[src/rtl/aud_bus_pkg.sv]
// rtl/aud_bus_pkg.sv - shared widths and FSM state type for the audio write arbiter
package aud_bus_pkg;

  localparam int ADDR_W_DEF = 4;
  localparam int DATA_W_DEF = 7;

  typedef enum logic [1:0] {
    IDLE = 2'd0,
    XFER = 2'd1,
    RESP = 2'd2
  } state_t;

endpackage

[src/rtl/rr_arbiter.sv]
// rtl/rr_arbiter.sv - combinational round-robin pick: first set req at or after start
module rr_arbiter #(
  parameter int NREQ  = 2,
  parameter int IDX_W = (NREQ > 1) ? $clog2(NREQ) : 1
) (
  input  logic [NREQ-1:0]  req,
  input  logic [IDX_W-1:0] start,
  output logic [NREQ-1:0]  winner,
  output logic [IDX_W-1:0] winner_idx,
  output logic             any
);

  logic [IDX_W-1:0] idx;

  always_comb begin
    winner     = '0;
    winner_idx = '0;
    any        = 1'b0;
    idx        = '0;
    for (int k = 0; k < NREQ; k++) begin
      idx = IDX_W'((int'(start) + k) % NREQ);
      if (!any && req[idx]) begin
        any         = 1'b1;
        winner[idx] = 1'b1;
        winner_idx  = idx;
      end
    end
  end

endmodule

[src/rtl/aud_wr_arbiter.sv]
// rtl/aud_wr_arbiter.sv - round-robin sharing of one AW/W/B write port among NREQ requesters
// Optional per-transaction timeout with err pulse: define AUD_WR_TIMEOUT_EN.
module aud_wr_arbiter
  import aud_bus_pkg::*;
#(
  parameter int NREQ    = 2,
  parameter int ADDR_W  = ADDR_W_DEF,
  parameter int DATA_W  = DATA_W_DEF,
  parameter int TIMEOUT = 255
) (
  input  logic                   clk,
  input  logic                   reset,
  input  logic [NREQ-1:0]        req,
  input  logic [NREQ*ADDR_W-1:0] req_addr,
  input  logic [NREQ*DATA_W-1:0] req_data,
  output logic [NREQ-1:0]        gnt,
  output logic [NREQ-1:0]        done,
  output logic [NREQ-1:0]        err,
  output logic                   busy,
  output logic [ADDR_W-1:0]      AWADDR,
  output logic                   AWVALID,
  input  logic                   AWREADY,
  output logic [DATA_W-1:0]      WDATA,
  output logic                   WVALID,
  input  logic                   WREADY,
  input  logic                   BVALID,
  output logic                   BREADY
);

  localparam int IDX_W = (NREQ > 1) ? $clog2(NREQ) : 1;

  state_t             state, state_n;
  logic [NREQ-1:0]    gnt_n, done_n;
  logic [ADDR_W-1:0]  awaddr_n, addr_sel;
  logic [DATA_W-1:0]  wdata_n, data_sel;
  logic               awvalid_n, wvalid_n, bready_n;
  logic [IDX_W-1:0]   win_idx, win_idx_n, last_winner, last_n, start;
  logic [NREQ-1:0]    arb_gnt;
  logic [IDX_W-1:0]   arb_idx;
  logic               arb_any;

  assign start = (last_winner == IDX_W'(NREQ - 1)) ? '0 : last_winner + 1'b1;
  assign busy  = (state != IDLE);

  rr_arbiter #(.NREQ(NREQ), .IDX_W(IDX_W)) u_rr (
    .req        (req),
    .start      (start),
    .winner     (arb_gnt),
    .winner_idx (arb_idx),
    .any        (arb_any)
  );

  always_comb begin
    addr_sel = '0;
    data_sel = '0;
    for (int i = 0; i < NREQ; i++) begin
      if (arb_gnt[i]) begin
        addr_sel = req_addr[i*ADDR_W +: ADDR_W];
        data_sel = req_data[i*DATA_W +: DATA_W];
      end
    end
  end

`ifdef AUD_WR_TIMEOUT_EN
  localparam int CNT_W = $clog2(TIMEOUT + 1);
  logic [CNT_W-1:0] cnt, cnt_n;
  logic [NREQ-1:0]  err_q, err_n;
  assign err = err_q;
`else
  // err is constant 0; TIMEOUT only matters when the counter is built in
  assign err = {NREQ{TIMEOUT < 0}};
`endif

  always_comb begin
    state_n   = state;
    gnt_n     = gnt;
    done_n    = '0;
    awaddr_n  = AWADDR;
    wdata_n   = WDATA;
    awvalid_n = AWVALID;
    wvalid_n  = WVALID;
    bready_n  = BREADY;
    win_idx_n = win_idx;
    last_n    = last_winner;
`ifdef AUD_WR_TIMEOUT_EN
    err_n     = '0;
    cnt_n     = cnt;
`endif
    case (state)
      IDLE: begin
        if (arb_any) begin
          state_n   = XFER;
          gnt_n     = arb_gnt;
          win_idx_n = arb_idx;
          awaddr_n  = addr_sel;
          wdata_n   = data_sel;
          awvalid_n = 1'b1;
          wvalid_n  = 1'b1;
`ifdef AUD_WR_TIMEOUT_EN
          cnt_n     = '0;
`endif
        end
      end
      XFER: begin
        // AW and W retire independently; B is only accepted once both have
        if (AWVALID && AWREADY) awvalid_n = 1'b0;
        if (WVALID && WREADY)   wvalid_n  = 1'b0;
        if (!awvalid_n && !wvalid_n) begin
          bready_n = 1'b1;
          state_n  = RESP;
        end
      end
      RESP: begin
        if (BVALID && BREADY) begin
          bready_n = 1'b0;
          gnt_n    = '0;
          done_n   = gnt;
          last_n   = win_idx;
          state_n  = IDLE;
        end
      end
      default: state_n = IDLE;
    endcase
`ifdef AUD_WR_TIMEOUT_EN
    // a B handshake landing on the expiry cycle wins over the timeout
    if (state != IDLE && state_n != IDLE) begin
      if (cnt == CNT_W'(TIMEOUT - 1)) begin
        awvalid_n = 1'b0;
        wvalid_n  = 1'b0;
        bready_n  = 1'b0;
        gnt_n     = '0;
        err_n     = gnt;
        last_n    = win_idx;
        state_n   = IDLE;
      end else begin
        cnt_n = cnt + 1'b1;
      end
    end
`endif
  end

  always_ff @(posedge clk or posedge reset) begin
    if (reset) begin
      state       <= IDLE;
      gnt         <= '0;
      done        <= '0;
      AWADDR      <= '0;
      WDATA       <= '0;
      AWVALID     <= 1'b0;
      WVALID      <= 1'b0;
      BREADY      <= 1'b0;
      win_idx     <= '0;
      last_winner <= IDX_W'(NREQ - 1);
`ifdef AUD_WR_TIMEOUT_EN
      err_q       <= '0;
      cnt         <= '0;
`endif
    end else begin
      state       <= state_n;
      gnt         <= gnt_n;
      done        <= done_n;
      AWADDR      <= awaddr_n;
      WDATA       <= wdata_n;
      AWVALID     <= awvalid_n;
      WVALID      <= wvalid_n;
      BREADY      <= bready_n;
      win_idx     <= win_idx_n;
      last_winner <= last_n;
`ifdef AUD_WR_TIMEOUT_EN
      err_q       <= err_n;
      cnt         <= cnt_n;
`endif
    end
  end

endmodule

[config.mk]
export PLATFORM = sky130hd
export DESIGN_NAME = aud_wr_arbiter
export DESIGN_NICKNAME = d
export VERILOG_FILES = /design/src/rtl/aud_bus_pkg.sv /design/src/rtl/rr_arbiter.sv /design/src/rtl/aud_wr_arbiter.sv
export SDC_FILE = /design/constraint.sdc
export NUM_CORES = 1
export LEC_CHECK = 0
export BUFFER_PORTS_ARGS = -buffer_cell sky130_fd_sc_hd__buf_4
export CAP_MARGIN = 25
export CORE_MARGIN = 4
export CORE_UTILIZATION = 42
export CTS_BUF_LIST = sky130_fd_sc_hd__clkbuf_4
export DETAILED_ROUTE_END_ITERATION = 7
export PLACE_DENSITY_LB_ADDON = 0.05
export SLEW_MARGIN = 10
export SYNTH_ARGS = -nofsm -noshare
export SYNTH_HDL_FRONTEND = slang
export SYNTH_SLANG_ARGS = --single-unit
[constraint.sdc]
create_clock -name clk -period 1.31 [get_ports clk]
set_input_delay 0.131 -clock clk [delete_from_list [all_inputs] [get_ports clk]]
set_output_delay 0.131 -clock clk [all_outputs]
set_load 0.03 [all_outputs]
==> flow_summary.toml, run 1 <==
[layout]
multiInputGateArea_um2 = 405.4
final_net_count = 189
final_common_cell = "buf_4"
fin_util_pct = 69.23
fillers = 185
finalInstanceArea_um2 = 1590
n_antenna_cell = 0
layout-drive-gt1-share_pct = 46.54
area_growth_pct = 52.40
final_cell_mix = "buf_4, dfrtp_1, inv_1, a21oi_1, a32oi_1"
seq_area_um2 = 551.8

[pwr]
power.switching_w = 0.001632
total_power_w = 0.003903
p_comb_share_pct = 55.4
powerDensity_nw_per_um2 = 2454
clockPowerShare_pct = 13.6
leakagePower_nw = 0.7865
power.share.sequential_pct = 30.9
swShare_pct = 41.81
peakVddDrop_v = 0.001528
p_int_w = 0.002271

[sta]
drv_slew = 0
hold_violations = 0
max_freq_ghz = 0.7747
rsz0062_at_grt = "yes"
fin_skew_ns = 0.01096
setup_ws_ns = 0.01921
period_needed_ns = 1.291
setup-violations-final = 0
finalCritPeriodShare_pct = 98.53

[synth]
netlist_instances = 99
synth.cell_area_um2 = 1044
netlist-cell-type-count = 33
synth_top_area_share_pct = 50.36
synth_area_leaders = "dfrtp_1, a21oi_1, inv_1"
synth_seq_cells = 22
yosys.area.top_type = "dfrtp_1"
ys_warn_count = 0
synth.yosys.seq_area_share_pct = 52.88
syn_avg_cell_area_um2 = 10.54

[drt]
wl_um = 2621
first_iter_violations = 10
drc = 0
viasPerCell = 5.187
routedWlPerCell_um = 14.02
ant_nets = 0
dr.pass1.iters = 4
vias = 970

[setup_path]
end_kind = "flip-flop"
crit_required_ns = 1.54
crit_type = "flip-flop to flip-flop"
r2r_start = "state[0]$_DFFE_PP0P_"
slowest_delay_ns = 0.44
worst_ep_arrival_time_ns = 1.52
worstSetupStartpointType = "flip-flop"
cp_max_fo = 5
path_cells = "buf_4 -> nand4b_1 -> a31o_2"
cp-startpoint = "state[0]$_DFFE_PP0P_"
worst_path_max_delay_cell = "dfrtp_1"

[cts]
cts_buffer_depth = 2
clkLatencyLatePin_ns = 0.32
htreeDepth = 1
clk_pin_slew_ns = 0.14
cts_tree = "built"
cts_made_buffers = 3
clock_sinks = 22
root_buffer = "clkbuf_4"

[place]
dpl_cell_area_um2 = 1443
dp_slack_ns = 0.03303
io_buffers = 47
gp_congestion = 0.7786
place_hpwl_um = 1872

[grt]
grt_pass1_wl_um = 4284
antenna_found_initial = 0
grt_max_degree = 14
grt_pass1_vias = 953
gr-total-overflow = 0
grtUsageTotal_pct = 16.31

[die]
ios = 50
core-area_um2 = 2297
num_rows = 17
start_util_pct = 45.42
die_area_um2 = 3346
die_x_um = 57.85
fp.dieH_um = 57.85

[flow_run]
maxCapViolCount = 0

[worst_hold_path]
hp-class = "input port to flip-flop"
min_from = "req_addr[6]"

[outcome]
status = "complete, no violations"
-- registers in the layout, indices dropped and copies added (netlist names) --
signal       flops
BREADY           1
WVALID           1
gnt              2
win_idx          1
AWADDR           4
done             2
WDATA            7
AWVALID          1
last_winner      1
state            2
-- cell usage after synthesis --
library cell / instances
a22o_1: 1
dfstp_2: 1
mux2_2: 1
nand2b_1: 1
a32o_1: 1
and2_4: 1
buf_4: 2
nor2_2: 1
nand4_1: 5
clkbuf_1: 2
a21boi_2: 1
a21oi_1: 13
nor2b_1: 3
and3_1: 1
clkbuf_2: 1
nor3b_1: 1
a31o_2: 1
nand4b_1: 1
a21o_1: 1
buf_6: 2
o21a_1: 1
nand3_1: 1
a2bb2oi_1: 2
or2_1: 1
o221ai_1: 3
nor2_1: 2
o21ai_0: 1
a32oi_1: 6
nand2_1: 3
o221ai_2: 2
dfrtp_1: 21
conb_1: 1
inv_1: 14
-- metal layers --
layer	track usage [%]	vias up	part of all wire, %
met4	5.960	0	1.4
met5	0	-	0
met3	3.341	5	7.6
met2	25.81	40	47
met1	22.01	450	44
li1	-	475	-
-- per-stage QoR --
stage / hold WS, ns / setup TNS (ns) / instances
after floorplan: 0.1195 / 0 / 100
after global placement: 0.1589 / 0 / 174
after detailed placement: 0.1664 / 0 / 174
after CTS: 0.06095 / 0 / 185
after global routing: 0.07184 / -0.09490 / 187
final: 0.05419 / 0 / 187
-- kinds of logic after synthesis --
group / share of synthesized area [%]
other: 0.3594
flip-flops: 52.88
multiplexers: 1.079
AND/OR/NAND/NOR: 11.87
buffers and inverters: 9.831
AO/OA/AOI/OAI: 23.98
-- path summary, 6_finish.rpt --
path | endpoint | slack (ns) | cells past startpoint
min | AWADDR[2]$_DFFE_PP0P_ | 0.05 | 3
max reg2reg | gnt[0]$_DFFE_PP0P_ | 0.02 | 3
min reg2reg | win_idx$_DFFE_PP0P_ | 0.53 | 1
max | gnt[0]$_DFFE_PP0P_ | 0.02 | 3
min in group asynchronous | state[0]$_DFFE_PP0P_ | 0.35 | 3
max in group asynchronous | WDATA[0]$_DFFE_PP0P_ | 0.52 | 4
-- worst max-delay path: cells and delay by family (launching register included) --
kind,cells,cell delay (ns)
buffers and inverters,1,0.15
AOI/OAI and AO/OA,1,0.32
DFF,1,0.44
and+or+nand+nor,1,0.29
-- timing repair --
| item | 4_1_cts | 5_1_grt |
|---|---|---|
| gates resized for setup | 3 | 3 |
| endpoints found under the setup margin | 2 | 11 |
| pin swaps | 2 | 1 |
| endpoints found under the hold margin | 10 | 0 |
| hold buffers | 3 | 0 |
| setup buffers | 4 | 2 |
| cloned | 0 | 0 |
-- power groups by stage --
stage                     clock network (W)  registers [W]  logic [W]
after floorplan                           0        0.00168   0.000805
after global placement                    0        0.00120    0.00196
after detailed placement                  0        0.00121    0.00199
after CTS                          0.000530        0.00121    0.00214
after global routing               0.000564        0.00126    0.00232
final                              0.000533        0.00121    0.00216
-- cell type report --
class	count	share of cell area, %
sequential	22	34.70
clock buffer	3	1.416
inverter	14	3.304
timing repair buffer	62	31.00
tap	28	2.203
clock inverter	1	1.888
multi-input combinational	57	25.49
Note: power is estimated with default switching activity, not from simulation.
==> run 2: changes to the inputs <==
--- a/config.mk
+++ b/config.mk
@@ -8,8 +8,7 @@
 export BUFFER_PORTS_ARGS = -buffer_cell sky130_fd_sc_hd__buf_4
 export CAP_MARGIN = 25
 export CORE_MARGIN = 4
-export CORE_UTILIZATION = 42
-export CTS_BUF_LIST = sky130_fd_sc_hd__clkbuf_4
+export CORE_UTILIZATION = 40
 export DETAILED_ROUTE_END_ITERATION = 7
 export PLACE_DENSITY_LB_ADDON = 0.05
 export SLEW_MARGIN = 10
==> flow_summary.toml, run 2 (synthesis gave the netlist of run 1 again) <==
[sta]
finalCritPeriodShare_pct = 97.27
period_needed_ns = 1.274
rsz0062_at_grt = "yes"
fin_skew_ns = 0.009614
drv_slew = 0
setup_ws_ns = 0.03580
hold_ws_ns = 0.06521
final.setup.tns_ns = 0
setup-violations-final = 0
max_freq_ghz = 0.7848
hold_violations = 0

[layout]
layout-drive-gt1-share_pct = 45.57
final_common_cell = "buf_4"
final_cell_mix = "buf_4, dfrtp_1, inv_1, a21oi_1, a32oi_1"
final_net_count = 188
multiInputGateArea_um2 = 415.4
area_growth_pct = 49.16
seq_area_um2 = 551.8
top_register = "WDATA"
fillers = 221
finalInstanceArea_um2 = 1556
n_antenna_cell = 0
reg_top3 = "WDATA: 7 flops, AWADDR: 4 flops"
largest_register_ffs = 7

[cts]
clock_sinks = 22
cts_tree = "built"
htreeDepth = 1
cts_made_buffers = 3
clkLatencyLatePin_ns = 0.31
clk_pin_slew_ns = 0.13
cts_buffer_depth = 2
root_buffer = "clkbuf_4"

[setup_path]
worst_ep_arrival_time_ns = 1.52
crit_required_ns = 1.55
worstSetupStartpointType = "flip-flop"
crit_type = "flip-flop to flip-flop"
end_kind = "flip-flop"
cp_max_fo = 6

[grt]
antenna_found_initial = 0
grt_pass1_wl_um = 4312
grt_max_degree = 15
gr-total-overflow = 0
grt_pass1_vias = 977
grtUsageTotal_pct = 16.28

[die]
core-area_um2 = 2477
fp.dieH_um = 59.08
num_rows = 18
ios = 50
die_area_um2 = 3490
start_util_pct = 42.12
die_x_um = 59.08

[drt]
dr.pass1.iters = 4
routedWlPerCell_um = 14.01
vias = 989
wl_um = 2634
viasPerCell = 5.261
ant_nets = 0
drc = 0
first_iter_violations = 29

[pwr]
peakVddDrop_v = 0.001321
leakagePower_nw = 0.7729
powerDensity_nw_per_um2 = 2343

[place]
place_hpwl_um = 1961
dp_slack_ns = 0.05113
dpl_cell_area_um2 = 1448
io_buffers = 47
gp_congestion = 0.7029

[outcome]
status = "complete, no violations"

[worst_hold_path]
hp-class = "input port to flip-flop"

[flow_run]
maxCapViolCount = 0
-- run 2: final timing paths --
check,from,to,slack [ns],cells after the start
min reg2reg,win_idx$_DFFE_PP0P_,win_idx$_DFFE_PP0P_,0.51,1
min in group asynchronous,reset,BREADY$_DFFE_PP0P_,0.26,3
max,state[0]$_DFFE_PP0P_,last_winner$_DFFE_PP1P_,0.04,3
min,req_addr[5],AWADDR[1]$_DFFE_PP0P_,0.07,3
max in group asynchronous,reset,last_winner$_DFFE_PP1P_,0.56,4
max reg2reg,state[0]$_DFFE_PP0P_,last_winner$_DFFE_PP1P_,0.04,3
-- run 2: area by class of cell --
type	instances	area share (%)
Sequential cell	22	35.45
Timing Repair Buffer	61	30.39
Multi-Input combinational cell	57	26.69
Inverter	14	3.376
Tap cell	30	2.412
Clock buffer	4	1.688
-- run 2: per-stage QoR --
step | cells | power (W) | utilization [%]
after floorplan | 100 | 0.002482 | -
after global placement | 178 | 0.003160 | 58.43
after detailed placement | 178 | 0.003194 | 58.43
after CTS | 189 | 0.003678 | 62.42
after global routing | 188 | 0.003924 | 62.83
final | 188 | 0.003647 | 62.83
-- run 2: per-layer routing --
layer / vias up / global-route usage [%] / wire length (um)
li1: 475 / - / -
met1: 470 / 22.25 / 1120
met2: 42 / 25.87 / 1275
met3: 2 / 2.832 / 224
met4: 0 / 5.825 / 13
met5: - / 0 / 0
-- run 2: critical path: stages, from the launching register on --
cell	delay, ns
dfrtp_1	0.44
buf_6	0.13
nand4b_1	0.30
mux2_2	0.35
-- run 2: repair_timing --
action / in CTS / in global routing
pin swaps: 2 / 2
hold buffers: 3 / 0
gates cloned: 0 / 0
setup buffers: 4 / 0
setup endpoints to repair: 1 / 10
resized for setup: 3 / 5
endpoints found under the hold margin: 23 / 0
-- run 2: power breakdown --
| part | switching (W) | total (W) | leakage [nW] | internal [W] |
|---|---|---|---|---|
| clock network | 0.000208 | 0.000327 | 0.0150 | 0.000119 |
| registers | 0.000203 | 0.00120 | 0.263 | 0.000998 |
| logic | 0.00119 | 0.00212 | 0.495 | 0.000929 |
| total | 0.00160 | 0.00365 | 0.773 | 0.00205 |
==> run 3: changes to the inputs <==
--- a/config.mk
+++ b/config.mk
@@ -5,11 +5,12 @@
 export SDC_FILE = /design/constraint.sdc
 export NUM_CORES = 1
 export LEC_CHECK = 0
-export BUFFER_PORTS_ARGS = -buffer_cell sky130_fd_sc_hd__buf_4
 export CAP_MARGIN = 25
 export CORE_MARGIN = 4
-export CORE_UTILIZATION = 40
+export CORE_UTILIZATION = 54
+export CTS_CLUSTER_SIZE = 25
 export DETAILED_ROUTE_END_ITERATION = 7
+export DONT_BUFFER_PORTS = 1
 export PLACE_DENSITY_LB_ADDON = 0.05
 export SLEW_MARGIN = 10
 export SYNTH_ARGS = -nofsm -noshare
==> flow_summary.toml, run 3 (synthesis gave the netlist of run 1 again) <==
[worst_hold_path]
hp-class = "input port to flip-flop"
whs_path_depth = 2
min_from = "req_addr[7]"

[setup_path]
r2r_start = "state[0]$_DFFE_PP0P_"
worst_ep_arrival_time_ns = 1.15
critPathCapture = "busy"
crit_type = "flip-flop to primary output"
r2r_end = "gnt[1]$_DFFE_PP0P_"
worstSetupStartpointType = "flip-flop"
reg2regPathDepth = 3
cp-startpoint = "state[1]$_DFFE_PP0P_"
cp_max_fo = 6
end_kind = "primary output"
slowest_delay_ns = 0.43
path_cells = "nor2_4 -> buf_6 -> inv_2 -> buf_6"
cpMostUsedCell = "buf_6"
worst_path_max_delay_cell = "dfrtp_1"
r2r_slack_ns = 0.05
crit_required_ns = 1.18

[layout]
final_net_count = 156
final_common_cell = "dfrtp_1"
layout-drive-gt1-share_pct = 27.78
area_growth_pct = 28.18
layoutNonFillerInstCount = 151
largest_register_ffs = 7
reg_top3 = "WDATA: 7 flops, AWADDR: 4 flops"
final_cell_mix = "dfrtp_1, buf_4, inv_1, a21oi_1, dlygate4sd3_1"
n_antenna_cell = 0
fillers = 128
top_register = "WDATA"

[outcome]
status = "complete, no violations"

[cts]
clk_pin_slew_ns = 0.12
clkLatencyLatePin_ns = 0.30
htreeDepth = 1
cts_made_buffers = 3
root_buffer = "clkbuf_4"
cts_buffer_depth = 2
clock_sinks = 22
cts_tree = "built"

[grt]
grt_pass1_wl_um = 4278
grt_use_met3_pct = 4.871
gr-total-overflow = 0
use_met1_pct = 24.82
grt_use_met2_pct = 37.87
antenna_found_initial = 0
grt_max_degree = 23
grt_busiest_layer = "met2"
grt_pass1_vias = 951
grtUsageTotal_pct = 21.38

[pwr]
peakVddDrop_v = 0.001434
power.switching_w = 0.001568
p_comb_share_pct = 47.4
swShare_pct = 44.77
p_int_w = 0.001935
powerDensity_nw_per_um2 = 2619
clockPowerShare_pct = 10.6
power.share.sequential_pct = 42.0
leakagePower_nw = 0.6183
total_power_w = 0.003503

[die]
start_util_pct = 58.53
core-area_um2 = 1783
num_rows = 15
fp.dieH_um = 51.96
die_area_um2 = 2700
ios = 50
die_x_um = 51.96

[place]
place_hpwl_um = 1672
dp.cells = 133
io_buffers = 0
dp_slack_ns = 0.04617
gp_congestion = 0.7364

[drt]
dr.pass1.iters = 4
drc = 0
first_iter_violations = 21
routedWlPerCell_um = 16.63
ant_nets = 0
viasPerCell = 5.795
wl_um = 2511
vias = 875

[flow_run]
maxCapViolCount = 0

[sta]
final.setup.tns_ns = 0
hold_violations = 0
fin_skew_ns = 0.0008101
setup-violations-final = 0
finalCritPeriodShare_pct = 98.14
period_needed_ns = 1.286
hold_ws_ns = 0.002231
setup_ws_ns = 0.02442
max_freq_ghz = 0.7779
drv_slew = 0
rsz0062_at_grt = "yes"
==> run 3: cell type report <==
type,count,area (um2),share of cell area [%]
Timing Repair Buffer,29,250.2,18.71
Inverter,14,52.55,3.929
Clock buffer,4,36.28,2.713
Tap cell,25,31.28,2.339
Sequential cell,22,551.8,41.25
Multi-Input combinational cell,57,415.4,31.06
==> run 3: worst min-delay path by stage <==
stage                                  to  slack (ns)
floorplan           AWADDR[0]$_DFFE_PP0P_        0.12
global placement        done[0]$_DFF_PP0_        0.07
detailed placement      done[1]$_DFF_PP0_        0.08
CTS                 AWADDR[3]$_DFFE_PP0P_       0.002
global route        AWADDR[3]$_DFFE_PP0P_       0.009
finish              AWADDR[3]$_DFFE_PP0P_       0.002
==> run 3: stage by stage <==
step	area [um2]	util (%)
after floorplan	1047	-
after global placement	1141	64.00
after detailed placement	1141	64.00
after CTS	1309	73.40
after global routing	1338	75.02
final	1338	75.02
==> run 3: power groups by stage <==
stage | clock network, W | logic [W] | registers [W]
after floorplan | 0 | 0.000805 | 0.00168
after global placement | 0 | 0.00142 | 0.00146
after detailed placement | 0 | 0.00146 | 0.00148
after CTS | 0.000379 | 0.00158 | 0.00146
after global routing | 0.000410 | 0.00181 | 0.00151
final | 0.000370 | 0.00166 | 0.00147
==> run 3: metal layers <==
layer / vias to the layer above / routed length [um]
met5: - / 0
met4: 0 / 53
met3: 6 / 215
met2: 39 / 1237
met1: 422 / 1005
li1: 408 / -
==> run 3: worst max-delay path: cells and delay by family (launching register included) <==
kind,cells,cell delay [ns]
buffers and inverters,3,0.29
AND/OR/NAND/NOR,1,0.14
flip-flops,1,0.43
==> run 3: what timing repair did <==
| item | CTS | global route |
|---|---|---|
| buffers inserted | 3 | 1 |
| endpoints found under the hold margin | 27 | 0 |
| resized for setup | 2 | 5 |
| hold buffers | 10 | 0 |
| pin swaps | 1 | 1 |
| setup endpoints to repair | 1 | 8 |
